$ cat src/rtl/spi_slave_if.sv
// -----------------------------------------------------------------------------
// spi_slave_if
//   SPI target endpoint. The SPI pins are oversampled on clk. Each frame is one
//   command bit (1 = read, 0 = write) followed by DATA_W data bits, LSB first.
//   A write frame delivers a byte to the core. A read frame shifts out a byte
//   that the core loaded earlier into a shadow register.
//
// Ports
//   clk        in   1       system clock
//   reset_n    in   1       asynchronous active-low reset
//   sclk       in   1       SPI clock from the master, idles high
//   mosi       in   1       serial data from the master
//   cs         in   1       chip select, active low
//   tx_data    in   DATA_W  byte returned on the next read frame
//   tx_load    in   1       strobe: capture tx_data into the shadow register
//   miso       out  1       serial data to the master
//   rx_data    out  DATA_W  last byte received by a write frame
//   rx_valid   out  1       pulse: rx_data updated
//   rd_start   out  1       pulse: read command decoded, shifting begins
//   busy       out  1       frame in progress
//   frame_err  out  1       pulse: cs rose before the frame completed
// -----------------------------------------------------------------------------
module spi_slave_if #(
    parameter int DATA_W      = 8,
    parameter int SYNC_STAGES = 2
) (
    input  logic              clk,
    input  logic              reset_n,
    input  logic              sclk,
    input  logic              mosi,
    input  logic              cs,
    input  logic [DATA_W-1:0] tx_data,
    input  logic              tx_load,
    output logic              miso,
    output logic [DATA_W-1:0] rx_data,
    output logic              rx_valid,
    output logic              rd_start,
    output logic              busy,
    output logic              frame_err
);

    localparam int CNT_W = $clog2(DATA_W) + 1;
    localparam logic [CNT_W-1:0] LAST_BIT = CNT_W'(DATA_W - 1);

    typedef enum logic [2:0] {
        ST_IDLE  = 3'd0,
        ST_CMD   = 3'd1,
        ST_WRITE = 3'd2,
        ST_READ  = 3'd3,
        ST_DONE  = 3'd4
    } state_t;

    // Pin synchronisers plus one delay flop for edge detection
    logic [SYNC_STAGES-1:0] sclk_sync_r;
    logic [SYNC_STAGES-1:0] mosi_sync_r;
    logic [SYNC_STAGES-1:0] cs_sync_r;
    logic                   sclk_dly_r;
    logic                   cs_dly_r;

    logic sclk_now_s;
    logic mosi_now_s;
    logic cs_now_s;
    logic sclk_fall_s;
    logic cs_rise_s;
    logic cs_fall_s;

    // Registered state and its next-state values
    state_t            state_r,     state_s;
    logic [CNT_W-1:0]  cnt_r,       cnt_s;
    logic [DATA_W-1:0] rx_shift_r,  rx_shift_s;
    logic [DATA_W-1:0] tx_shift_r,  tx_shift_s;
    logic [DATA_W-1:0] shadow_r,    shadow_s;
    logic [DATA_W-1:0] rx_data_r,   rx_data_s;
    logic              miso_r,      miso_s;
    logic              rx_valid_r,  rx_valid_s;
    logic              rd_start_r,  rd_start_s;
    logic              busy_r,      busy_s;
    logic              frame_err_r, frame_err_s;

    logic [DATA_W-1:0] load_val_s;
    logic [DATA_W-1:0] wr_byte_s;

    // Synchroniser chains; preset to 1 so reset looks like an idle bus
    always_ff @(posedge clk or negedge reset_n) begin
        if (!reset_n) begin
            sclk_sync_r <= {SYNC_STAGES{1'b1}};
            mosi_sync_r <= {SYNC_STAGES{1'b1}};
            cs_sync_r   <= {SYNC_STAGES{1'b1}};
            sclk_dly_r  <= 1'b1;
            cs_dly_r    <= 1'b1;
        end else begin
            sclk_sync_r <= {sclk_sync_r[SYNC_STAGES-2:0], sclk};
            mosi_sync_r <= {mosi_sync_r[SYNC_STAGES-2:0], mosi};
            cs_sync_r   <= {cs_sync_r[SYNC_STAGES-2:0], cs};
            sclk_dly_r  <= sclk_sync_r[SYNC_STAGES-1];
            cs_dly_r    <= cs_sync_r[SYNC_STAGES-1];
        end
    end

    // Edge detection on the synchronised pins
    always_comb begin
        sclk_now_s  = sclk_sync_r[SYNC_STAGES-1];
        mosi_now_s  = mosi_sync_r[SYNC_STAGES-1];
        cs_now_s    = cs_sync_r[SYNC_STAGES-1];
        sclk_fall_s = sclk_dly_r & ~sclk_now_s;
        cs_rise_s   = ~cs_dly_r & cs_now_s;
        cs_fall_s   = cs_dly_r & ~cs_now_s;
    end

    // Next-state and next-output logic for the frame FSM
    always_comb begin
        // A load coinciding with read decode must feed that very frame
        load_val_s = tx_load ? tx_data : shadow_r;
        wr_byte_s  = rx_shift_r;
        wr_byte_s[cnt_r] = mosi_now_s;

        state_s     = state_r;
        cnt_s       = cnt_r;
        rx_shift_s  = rx_shift_r;
        tx_shift_s  = tx_shift_r;
        shadow_s    = load_val_s;
        rx_data_s   = rx_data_r;
        miso_s      = miso_r;
        rx_valid_s  = 1'b0;
        rd_start_s  = 1'b0;
        busy_s      = busy_r;
        frame_err_s = 1'b0;

        case (state_r)
            ST_IDLE: begin
                if (cs_fall_s) begin
                    state_s    = ST_CMD;
                    busy_s     = 1'b1;
                    cnt_s      = {CNT_W{1'b0}};
                    rx_shift_s = {DATA_W{1'b0}};
                end else begin
                    state_s = ST_IDLE;
                end
            end
            ST_CMD: begin
                if (cs_rise_s) begin
                    state_s     = ST_IDLE;
                    busy_s      = 1'b0;
                    frame_err_s = 1'b1;
                end else if (sclk_fall_s) begin
                    cnt_s = {CNT_W{1'b0}};
                    if (mosi_now_s) begin
                        state_s    = ST_READ;
                        tx_shift_s = load_val_s;
                        miso_s     = load_val_s[0];
                        rd_start_s = 1'b1;
                    end else begin
                        state_s = ST_WRITE;
                    end
                end else begin
                    state_s = ST_CMD;
                end
            end
            ST_WRITE: begin
                // The final bit wins over a simultaneous cs rise
                if (sclk_fall_s && (cnt_r == LAST_BIT)) begin
                    rx_shift_s = wr_byte_s;
                    rx_data_s  = wr_byte_s;
                    rx_valid_s = 1'b1;
                    state_s    = cs_rise_s ? ST_IDLE : ST_DONE;
                    busy_s     = ~cs_rise_s;
                end else if (cs_rise_s) begin
                    state_s     = ST_IDLE;
                    busy_s      = 1'b0;
                    frame_err_s = 1'b1;
                end else if (sclk_fall_s) begin
                    rx_shift_s = wr_byte_s;
                    cnt_s      = cnt_r + {{(CNT_W-1){1'b0}}, 1'b1};
                end else begin
                    state_s = ST_WRITE;
                end
            end
            ST_READ: begin
                // miso already holds bit 0; each fall presents the next bit,
                // and the last bit stays on miso after the final fall
                if (sclk_fall_s && (cnt_r == LAST_BIT)) begin
                    state_s = cs_rise_s ? ST_IDLE : ST_DONE;
                    busy_s  = ~cs_rise_s;
                end else if (cs_rise_s) begin
                    state_s     = ST_IDLE;
                    busy_s      = 1'b0;
                    frame_err_s = 1'b1;
                end else if (sclk_fall_s) begin
                    miso_s     = tx_shift_r[1];
                    tx_shift_s = {1'b0, tx_shift_r[DATA_W-1:1]};
                    cnt_s      = cnt_r + {{(CNT_W-1){1'b0}}, 1'b1};
                end else begin
                    state_s = ST_READ;
                end
            end
            ST_DONE: begin
                if (cs_rise_s) begin
                    state_s = ST_IDLE;
                    busy_s  = 1'b0;
                end else begin
                    state_s = ST_DONE;
                end
            end
            default: begin
                state_s = ST_IDLE;
                busy_s  = 1'b0;
            end
        endcase
    end

    // State and output registers
    always_ff @(posedge clk or negedge reset_n) begin
        if (!reset_n) begin
            state_r     <= ST_IDLE;
            cnt_r       <= {CNT_W{1'b0}};
            rx_shift_r  <= {DATA_W{1'b0}};
            tx_shift_r  <= {DATA_W{1'b0}};
            shadow_r    <= {DATA_W{1'b0}};
            rx_data_r   <= {DATA_W{1'b0}};
            miso_r      <= 1'b0;
            rx_valid_r  <= 1'b0;
            rd_start_r  <= 1'b0;
            busy_r      <= 1'b0;
            frame_err_r <= 1'b0;
        end else begin
            state_r     <= state_s;
            cnt_r       <= cnt_s;
            rx_shift_r  <= rx_shift_s;
            tx_shift_r  <= tx_shift_s;
            shadow_r    <= shadow_s;
            rx_data_r   <= rx_data_s;
            miso_r      <= miso_s;
            rx_valid_r  <= rx_valid_s;
            rd_start_r  <= rd_start_s;
            busy_r      <= busy_s;
            frame_err_r <= frame_err_s;
        end
    end

    assign miso      = miso_r;
    assign rx_data   = rx_data_r;
    assign rx_valid  = rx_valid_r;
    assign rd_start  = rd_start_r;
    assign busy      = busy_r;
    assign frame_err = frame_err_r;

endmodule

$ cat config.mk
export PLATFORM = sky130hd
export DESIGN_NAME = spi_slave_if
export DESIGN_NICKNAME = d
export VERILOG_FILES = /design/src/rtl/spi_slave_if.sv
export SDC_FILE = /design/constraint.sdc
export NUM_CORES = 1
export LEC_CHECK = 0
export CAP_MARGIN = 0
export CORE_ASPECT_RATIO = 0.75
export CORE_MARGIN = 4
export CORE_UTILIZATION = 55
export DETAILED_ROUTE_END_ITERATION = 8
export GPL_TIMING_DRIVEN = 0
export HOLD_SLACK_MARGIN = 0.12
export PLACE_DENSITY = 0.82
export SETUP_SLACK_MARGIN = 0.3
export SYNTH_ARGS = -nofsm -noshare
export SYNTH_HDL_FRONTEND = slang
export SYNTH_SLANG_ARGS = --single-unit
$ cat constraint.sdc
create_clock -name clk -period 2.2 [get_ports clk]
set_input_delay 0.44 -clock clk [delete_from_list [all_inputs] [get_ports clk]]
set_output_delay 0.44 -clock clk [all_outputs]
set_load 0.1 [all_outputs]
==> metrics.md, run 1 <==
| Metric | Value |
|---|---|
| Area grow syn2layout | `23.36%` |
| Worst-Skew Late Latency | `0.30 ns` |
| P_leak | `1.336 nW` |
| Final Cycle Share | `84.32%` |
| Hold crit path type | `flop to flop` |
| Worst vdd ir | `0.8236 mV` |
| Power Density | `835.0 nW/um^2` |
| Initial Utilization | `58.16%` |
| Via Count | `1654` |
| DP Wirelength | `3120 um` |
| MaxCap Viol Count | `0` |
| Final WS setup | `0.3450 ns` |
| Remaining DRCs | `0` |
| Cell count after placement | `277` |
| Initial antenna violation count | `0` |
| Post-synthesis sequential area ratio | `53.24%` |
| Synth cell types | `46` |
| Post-DR vias/cell | `5.645` |
| Share of cells above drive strength 1 | `36.13%` |
| Vias in the first global route | `1621` |
| RSZ-0062 raised after global routing | `true` |
| Die area | `5528 sq um` |
| Tmin final | `1.855 ns` |
| DRT antenna net count | `0` |
| Syn_area_per_cell | `12.33 sq um` |
| Yosys warnings | `0` |
| I/O Buffers | `25` |
| Main flop type after synthesis | `dfrtp_1` |
| Antenna cell count | `0` |
| Largest area contributor in the netlist | `dfrtp_1` |
| FMAX | `539.1 MHz` |
| Max_slew headroom | `63.28%` |
| First-pass DRT Iterations | `4` |
| Final hold violation count | `0` |
| Clk sink count | `51` |
| Worst setup EP type | `flop` |
| Top area cells in the synthesized netlist | `dfrtp_1 45%, mux2_2 10%, dfstp_2 8.7%` |
| Post-synth EDFFs | `0` |
| Num rows | `20` |
| Worst Path Required | `2.39 ns` |
| CTS tree | `built` |
| H-tree levels | `2` |
| Critical path fanouts, max | `8` |
| Fin. max-slew vios | `0` |
| Post-Syn Instances | `196` |
| Final setup viols | `0` |
| Yosys reg bits | `51` |
| First-pass GRT wire length | `7596 um` |
| Core ar. | `4154 sq um` |
| Final Util | `71.75%` |
| Yosys top cell area share | `44.54%` |
| Post-Syn Area | `2416 sq um` |
| Data arrival, critical path | `2.05 ns` |
| Largest net degree at the start of global routing | `37` |
| CTS max path bufs | `2` |
| Ports | `27` |
| WL per Instance | `16.01 um` |
| Worst setup path class | `flop to flop` |
| # fillers | `305` |
| Initial DRC count | `108` |
| Async SR Flop Fraction | `100.0%` |
| Die W | `84.53 um` |
| CTS buffer count | `5` |
| Setup Skew | `0.007576 ns` |
| CTS clk-pin slew, worst paths | `0.09 ns` |
| Syn_nets | `212` |
| Total congestion overflow | `0` |
| Placer Congestion | `0.8404` |
| CTS Root Cell | `clkbuf_8` |
| Status | `finished, final reports clean` |
| Slew @ Worst Pin | `0.5534 ns` |
| Final WL | `4692 um` |
| Startpoint types | `flop` |
| GRT Total Usage | `17.54%` |
| Pre-CTS setup slack | `0.1109 ns` |
| Final cell count without fillers | `293` |
| DIE HEIGHT | `65.40 um` |
| Nets | `253` |
## layout by cell type (no fill, tap or decap), types with 8 or more instances in the layout
cell              n
dfstp_2           8
mux2i_1           9
a21oi_1           9
clkdlybuf4s50_1  11
clkdlybuf4s15_2  13
dfrtp_1          42
mux2_2           22
nor2_1           22
## worst max-delay path, stage by stage, from the launching register on
cell and delay, ns:
dfstp_2 0.61, nand2b_4 0.19, nand2_1 0.11, a2111o_1 0.38, buf_6 0.16, mux2_4 0.30
## stage by stage
stage	hold slack (ns)	TNS, ns	instance area (sq um)	power (mW)
after global placement	0.3459	-32.82	2735	1.807
after detailed placement	0.3468	0	2750	1.830
after floorplan	0.1444	0	2416	1.661
final	0.3608	0	2980	2.489
after global routing	0.3697	0	2980	2.607
after CTS	0.3618	0	2907	2.491
## synth_stat cells (3+ instances only)
cell type	number
nor4b_1	3
nor2_1	22
mux2i_1	9
mux2_4	7
nor4bb_1	4
dfstp_2	8
buf_6	4
o21ai_0	3
a21oi_1	9
nor2b_1	3
nand2_1	4
mux2_2	22
inv_1	7
nand4_1	3
nand2b_1	4
dfrtp_1	43
clkbuf_1	5
## layout make-up
type,instances,area [sq um],area share [%]
Tap cell,55,68.82,2.309
Inverter,7,26.28,0.8816
Clock inverter,2,38.79,1.301
Sequential cell,51,1287,43.20
Clock buffer,6,72.57,2.435
Buffer,11,77.57,2.603
Timing Repair Buffer,34,356.6,11.96
Multi-Input combinational cell,127,1052,35.31
## what timing repair did
item	in CTS	in global routing
hold buffers	1	0
hold endpoints to repair	15	0
cloned	0	0
resized for setup	42	7
buffers inserted	1	6
endpoints found under the setup margin	27	21
pin swaps	0	2
## cells by family (layout without fill, tap and decap cells)
kind of cell / count (synthesis) / after routing / share of synthesized area, %
AO/OA/AOI/OAI: 30 / 30 / 8.545
adder cells (fa/ha/maj): 3 / 3 / 1.450
buffers and inverters: 18 / 60 / 4.247
flip-flops: 51 / 51 / 53.24
multiplexers: 38 / 38 / 18.33
AND/OR/NAND/NOR: 56 / 56 / 14.19
## flip-flops by register name (all words and copies together) (netlist names), 3 cells and up
name	flops
tx_shift_r	8
state_r	3
rx_shift_r	8
cnt_r	4
shadow_r	8
rx_data	8
## final timing paths
kind | slack, ns | end | from | cells past startpoint
setup / recovery | 0.34 | tx_shift_r[2]$_DFFE_PN0P_ | cs_dly_r$_DFF_PN1_ | 5
setup reg to reg | 0.34 | tx_shift_r[2]$_DFFE_PN0P_ | cs_dly_r$_DFF_PN1_ | 5
min in group asynchronous | 0.58 | busy$_DFFE_PN0N_ | reset_n | 2
hold / removal | 0.36 | mosi_sync_r[1]$_DFF_PN1_ | mosi_sync_r[0]$_DFF_PN1_ | 0
hold reg to reg | 0.36 | mosi_sync_r[1]$_DFF_PN1_ | mosi_sync_r[0]$_DFF_PN1_ | 0
max in group asynchronous | 1.04 | sclk_sync_r[0]$_DFF_PN1_ | reset_n | 3
## power by group
part | total [mW] | internal, mW | leakage [nW] | switching, mW
Clock | 0.654 | 0.344 | 0.0558 | 0.310
Sequential | 1.15 | 1.07 | 0.645 | 0.0787
Combinational | 0.685 | 0.297 | 0.636 | 0.388
Total | 2.49 | 1.71 | 1.34 | 0.777
## layer usage
metal / share of wire (%) / GRT usage, %
met5: 0 / 0
met4: 1.0 / 5.929
met3: 4.5 / 4.135
met2: 46 / 26.86
met1: 49 / 24.69
(Power assumes the default switching activity.)
==> run 2: changes to the inputs <==
==> constraint.sdc (replaced) <==
create_clock -name clk -period 1.9 [get_ports clk]
set_input_delay 0.38 -clock clk [delete_from_list [all_inputs] [get_ports clk]]
set_output_delay 0.38 -clock clk [all_outputs]
set_load 0.1 [all_outputs]
==> run 2 against run 1 <==
Effect of this change:
- cell count up 6.1%
- maximum frequency grew 5.4%
- clock-buffer cell count down 1
==> metrics.md, run 2 (synthesized netlist as in run 1, its figures left out) <==
| Metric | Value |
|---|---|
| Ports | `27 (unchanged)` |
| WL per Instance | `17.84 um (+11%)` |
| Pwr Total | `2.844 mW (+14%)` |
| RSZ-0062 raised after global routing | `true` |
| Commonest non-fill, non-tap cells in the layout | `42 x dfrtp_1, 22 x mux2_2, 17 x nor2_1, 17 x buf_4, 13 x buf_2` |
| CTS max path bufs | `2 (unchanged)` |
| Core ar. | `4154 sq um (unchanged)` |
| Placer Congestion | `0.8541 (+1.6%)` |
| Antenna cell count | `0 (unchanged)` |
| Worst setup path class | `flop to flop` |
| Die area | `5528 sq um (unchanged)` |
| CTS clk-pin slew, worst paths | `0.10 ns (about the same)` |
| Multi-input logic area | `1205 sq um (+15%)` |
| Startpoint types | `flop` |
| Vias in the first global route | `1697 (+4.7%)` |
| CTS tree | `built` |
| Num rows | `20 (unchanged)` |
| Reg area | `1287 sq um (unchanged)` |
| CP Launch Point | `sclk_dly_r$_DFF_PN1_` |
| Worst vdd ir | `0.8422 mV (+2.3%)` |
| Share of cells above drive strength 1 | `50.00% (+14 points)` |
| Initial antenna violation count | `0 (unchanged)` |
| Data arrival, critical path | `1.97 ns (-0.08 ns)` |
| Die W | `84.53 um (unchanged)` |
| # fillers | `265 (-13%)` |
| Final cell count without fillers | `311 (+6.1%)` |
| CTS Root Cell | `clkbuf_8` |
| Worst setup EP type | `flop` |
| CTS buffer count | `5 (unchanged)` |
| Post-DR vias/cell | `5.785 (+2.5%)` |
| GRT Total Usage | `20.58% (+3.0 points)` |
| FMAX | `568.0 MHz (+5.4%)` |
| H-tree levels | `2 (unchanged)` |
| Min-delay src | `mosi_sync_r[0]$_DFF_PN1_` |
| Final Util | `78.04% (+6.3 points)` |
| Clk sink count | `51 (unchanged)` |
| DRT antenna net count | `0 (unchanged)` |
| Area grow syn2layout | `34.18%` |
| Largest net degree at the start of global routing | `39 (+5.4%)` |
| R2R setup slack | `0.14 ns (-0.21 ns)` |
| Final hold violation count | `0 (unchanged)` |
| Hold crit path type | `flop to flop` |
| Power Density | `877.2 nW/um^2 (+5.1%)` |
| Final setup viols | `0 (unchanged)` |
| Via Count | `1799 (+8.8%)` |
| Critical path fanouts, max | `8 (unchanged)` |
| Remaining DRCs | `0 (unchanged)` |
| Worst-Skew Late Latency | `0.31 ns (about the same)` |
| I/O Buffers | `25 (unchanged)` |
| Initial Utilization | `58.16% (unchanged)` |
| MaxCap Viol Count | `0 (unchanged)` |
| Final WL | `5548 um (+18%)` |
| First-pass DRT Iterations | `4 (unchanged)` |
| Slew @ Worst Pin | `0.5120 ns (-0.04138 ns)` |
| Max_slew headroom | `66.21% (+2.9 points)` |
| DP Wirelength | `3118 um (about the same)` |
| Commonest non-fill, non-tap cell in the layout | `dfrtp_1` |
| P_leak | `1.501 nW (+12%)` |
| Nets | `271 (+7.1%)` |
| Worst Path Required | `2.11 ns (-0.28 ns)` |
| DIE HEIGHT | `65.40 um (unchanged)` |
| First-pass GRT wire length | `8680 um (+14%)` |
| Final Cycle Share | `92.67% (+8.3 points)` |
| Total negative slack | `0 ns (unchanged)` |
| Worst r2r src | `sclk_dly_r$_DFF_PN1_` |
| Setup Skew | `0.005962 ns (-0.001614 ns)` |
| Status | `finished, final reports clean` |
| Initial DRC count | `124 (+15%)` |
| Fin. max-slew vios | `0 (unchanged)` |
| Total congestion overflow | `0 (unchanged)` |
| Tmin final | `1.761 ns (-0.09434 ns)` |
| Cell count after placement | `277 (unchanged)` |
==> run 2: changes by cell type in the layout (fill, tap and decap cells not counted), sizes merged <==
cell	change
buf	+32
bufinv	-1
clkbuf	-3
clkdlybuf4s15	-13
clkdlybuf4s18	+1
clkinv	+2
==> run 2: report_power, final <==
part	internal, mW	leakage (nW)	switching (mW)	total, mW
registers	1.24	0.645	0.0909	1.33
clock network	0.264	0.0485	0.375	0.640
logic	0.387	0.808	0.487	0.874
==> run 2: path summary, 6_finish.rpt <==
kind / end / cells after the start
max: rx_shift_r[0]$_DFFE_PN0P_ / 5
min: mosi_sync_r[1]$_DFF_PN1_ / 0
max reg2reg: rx_shift_r[0]$_DFFE_PN0P_ / 5
min reg2reg: mosi_sync_r[1]$_DFF_PN1_ / 0
max in group asynchronous: sclk_dly_r$_DFF_PN1_ / 3
min in group asynchronous: rx_shift_r[3]$_DFFE_PN0P_ / 2
==> run 2: critical path: stages, from the launching register on <==
cell and delay [ns]:
dfstp_2 0.59, nor2b_4 0.16, buf_4 0.14, nand2b_4 0.08
a21oi_4 0.31, mux2_2 0.38
==> run 2: what timing repair did <==
action / CTS / global route
gates resized for setup: 73 / 43
buffers inserted: 20 / 4
hold buffers: 1 / 0
setup endpoints to repair: 38 / 39
pin swaps: 2 / 7
hold endpoints to repair: 13 / 0
cloned: 1 / 0
==> run 2: cell type report <==
| class | instances | area share (%) |
|---|---|---|
| flip-flops and latches | 51 | 39.71 |
| clock buffers | 5 | 2.123 |
| inverters | 7 | 0.8105 |
| multi-input cells | 127 | 37.17 |
| repair buffers | 52 | 14.24 |
| well taps | 55 | 2.123 |
| plain buffers | 11 | 3.126 |
| clock inverters | 3 | 0.6947 |
==> run 2: routing by layer <==
metal	routed length, um	part of all wire [%]	GRT usage, %
met5	0	0	0
met4	87	1.6	9.289
met3	311	5.6	6.391
met2	2605	47	30.37
met1	2545	46	27.95
==> run 2: per-stage QoR <==
step / setup WS (ns) / area [sq um] / hold slack, ns
finish: 0.1393 / 3242 / 0.3618
global route: 0.05680 / 3242 / 0.3697
CTS: 0.1732 / 3139 / 0.3632
detailed placement: 0.01665 / 2794 / 0.3057
global placement: -1.168 / 2779 / 0.3462
floorplan: 0.1951 / 2460 / 0.08441
==> run 3: changes to the inputs <==
--- a/config.mk
+++ b/config.mk
@@ -12,7 +12,7 @@
 export DETAILED_ROUTE_END_ITERATION = 8
 export GPL_TIMING_DRIVEN = 0
 export HOLD_SLACK_MARGIN = 0.12
-export PLACE_DENSITY = 0.82
+export PLACE_DENSITY = 0.74
 export SETUP_SLACK_MARGIN = 0.3
 export SYNTH_ARGS = -nofsm -noshare
 export SYNTH_HDL_FRONTEND = slang
==> run 3 against run 2 <==
Effect of this change:
- cell area grew 2.6%
- routed wire length is 12% higher
- sequential share of layout area down 1.0 points
- flip-flop and latch count is the same
- combinational power grew 5.3%
- clock-buffer cell count rose by 1
- global-route usage rose by 0.24 points
- largest power group unchanged
==> metrics.md, run 3 (synthesized netlist as in run 1, its figures left out) <==
| Metric | Value |
|---|---|
| CTS Root Cell | `clkbuf_8` |
| Hold path depth | `0 (unchanged)` |
| Via Count | `1890 (+5.1%)` |
| Largest net degree at the start of global routing | `42 (+7.7%)` |
| Total congestion overflow | `0 (unchanged)` |
| Clk sink count | `51 (unchanged)` |
| DRT antenna net count | `0 (unchanged)` |
| Clk pwr share | `22.8% (+0.3 points)` |
| Worst vdd ir | `1.014 mV (+20%)` |
| Antenna cell count | `0 (unchanged)` |
| # fillers | `229 (-14%)` |
| Die W | `84.53 um (unchanged)` |
| Logic gate share of total power | `31.6% (+0.9 points)` |
| Vias in the first global route | `1846 (+8.8%)` |
| Setup Skew | `0.002170 ns (-0.003792 ns)` |
| Reg2reg end | `rx_data[1]$_DFFE_PN0P_` |
| P_leak | `1.548 nW (+3.1%)` |
| Worst setup path class | `flop to flop` |
| First-pass GRT wire length | `9032 um (+4.1%)` |
| CTS max path bufs | `2 (unchanged)` |
| Data arrival, critical path | `2.03 ns (+0.06 ns)` |
| WL per Instance | `19.63 um (+10%)` |
| First-pass DRT Iterations | `5 (+1)` |
| CP Capture Point | `rx_data[1]$_DFFE_PN0P_` |
| Worst Path Required | `2.13 ns (+0.02 ns)` |
| CTS clk-pin slew, worst paths | `0.09 ns (about the same)` |
| Max_slew headroom | `64.01% (-2.2 points)` |
| Initial antenna violation count | `0 (unchanged)` |
| Slew @ Worst Pin | `0.5424 ns (+0.03046 ns)` |
| Pwr Total | `2.909 mW (+2.3%)` |
| Num rows | `20 (unchanged)` |
| Design Area, Final | `3326 sq um (+2.6%)` |
| Initial Utilization | `58.16% (unchanged)` |
| Final setup viols | `0 (unchanged)` |
| Worst-Skew Late Latency | `0.30 ns (about the same)` |
| Startpoint types | `flop` |
| Post-placement cell area | `2794 sq um (unchanged)` |
| Tmin final | `1.799 ns (+0.03782 ns)` |
| Die area | `5528 sq um (unchanged)` |
| Post-DR vias/cell | `5.943 (+2.7%)` |
| Worst r2r src | `state_r[2]$_DFFE_PN0P_` |
| Status | `finished, final reports clean` |
| CTS buffer count | `5 (unchanged)` |
| Internal | `1.943 mW (+2.8%)` |
| CTS tree | `built` |
| RSZ-0062 raised after global routing | `true` |
| Reg area | `1287 sq um (unchanged)` |
| Final WL | `6241 um (+12%)` |
| WHS | `0.3640 ns (+0.002246 ns)` |
| Cell count after placement | `277 (unchanged)` |
| Worst R2R Path Depth | `8 (+3)` |
| Switching Fraction | `33.22% (-0.29 points)` |
| DIE HEIGHT | `65.40 um (unchanged)` |
| Critical path fanouts, max | `7 (-1)` |
| CP Launch Point | `state_r[2]$_DFFE_PN0P_` |
| Fin. max-slew vios | `0 (unchanged)` |
| GRT Total Usage | `20.82% (+0.24 points)` |
| Ports | `27 (unchanged)` |
| DP Wirelength | `3272 um (+4.9%)` |
| Commonest non-fill, non-tap cells in the layout | `42 x dfrtp_1, 23 x buf_4, 16 x nor2_1` |
| Net Sw Power | `0.9665 mW (+1.4%)` |
| Total negative slack | `0 ns (unchanged)` |
| Final Cycle Share | `94.66% (+2.0 points)` |
| Commonest non-fill, non-tap cell in the layout | `dfrtp_1` |
| Core ar. | `4154 sq um (unchanged)` |
| Area grow syn2layout | `37.65%` |
| Power Density | `874.9 nW/um^2 (-0.27%)` |
| I/O Buffers | `25 (unchanged)` |
| Share of cells above drive strength 1 | `51.33% (+1.3 points)` |
| Worst setup EP type | `flop` |
| Final Util | `80.06% (+2.0 points)` |
| Final cell count without fillers | `318 (+2.3%)` |
| FMAX | `556.0 MHz (-2.1%)` |
| Hold crit path type | `flop to flop` |
| Multi-input logic area | `1216 sq um (+0.93%)` |
| Sequential Power Share | `45.6% (-1.2 points)` |
| Final WS setup | `0.1015 ns (-0.03782 ns)` |
| Nets | `278 (+2.6%)` |
| Pre-CTS setup slack | `0.01656 ns (-0.00009900 ns)` |
| MaxCap Viol Count | `0 (unchanged)` |
| Final hold violation count | `0 (unchanged)` |
| H-tree levels | `2 (unchanged)` |
| Placer Congestion | `0.9010 (+5.5%)` |
| Remaining DRCs | `0 (unchanged)` |
| Initial DRC count | `154 (+24%)` |
| R2R setup slack | `0.10 ns (-0.04 ns)` |
-- run 3: changes by cell type in the layout (fill, tap and decap cells not counted), moves of 2 or more --
cell	previous run	this run
mux2_2	22	15
mux2_4	7	14
buf_4	17	23
nor4b_2	3	0
clkbuf_2	0	2
nor2_4	2	4
nor4b_1	0	2
o21ai_1	3	1
-- run 3: metal layers --
layer / part of all wire, % / GRT usage [%]
met1: 42 / 27.85
met2: 50 / 35.25
met3: 5.4 / 4.637
met4: 1.8 / 4.150
met5: 0 / 0
-- run 3: power by group through the flow --
stage / registers (mW) / clock network [mW] / logic [mW]
detailed placement: 1.35 / 0 / 0.785
floorplan: 1.51 / 0 / 0.434
global placement: 1.34 / 0 / 0.764
global route: 1.34 / 0.726 / 0.972
CTS: 1.33 / 0.669 / 0.825
finish: 1.33 / 0.663 / 0.920
-- run 3: layout make-up --
type                       instances  share of cell area, %
clock buffer                       6                  2.483
timing repair buffer              59                  15.76
clock inverter                     2                 0.4891
tap                               55                  2.069
buffer                            11                  3.123
multi-input combinational        127                  36.57
sequential                        51                  38.71
inverter                           7                 0.7901
-- run 3: critical path: stages (launching register included) --
cell and delay, ns:
dfrtp_1 0.38, buf_6 0.13, or3b_4 0.43, buf_8 0.14, nor3_4 0.19, buf_12 0.17
buf_6 0.11, nor2_2 0.03, a21oi_1 0.13
-- run 3: how the worst min path moves through the flow --
stage	startpoint	to
finish	cs_sync_r[0]$_DFF_PN1_	cs_sync_r[1]$_DFF_PN1_
global route	mosi_sync_r[0]$_DFF_PN1_	mosi_sync_r[1]$_DFF_PN1_
CTS	mosi_sync_r[0]$_DFF_PN1_	mosi_sync_r[1]$_DFF_PN1_
detailed placement	reset_n	state_r[2]$_DFFE_PN0P_
global placement	sclk_sync_r[0]$_DFF_PN1_	sclk_sync_r[1]$_DFF_PN1_
floorplan	reset_n	busy$_DFFE_PN0N_
-- run 3: repair_timing --
action,CTS,global route
cloned,1,0
setup endpoints to repair,38,40
hold buffers,1,0
pin swaps,4,6
gates resized for setup,82,39
hold endpoints to repair,7,0
setup buffers,19,12
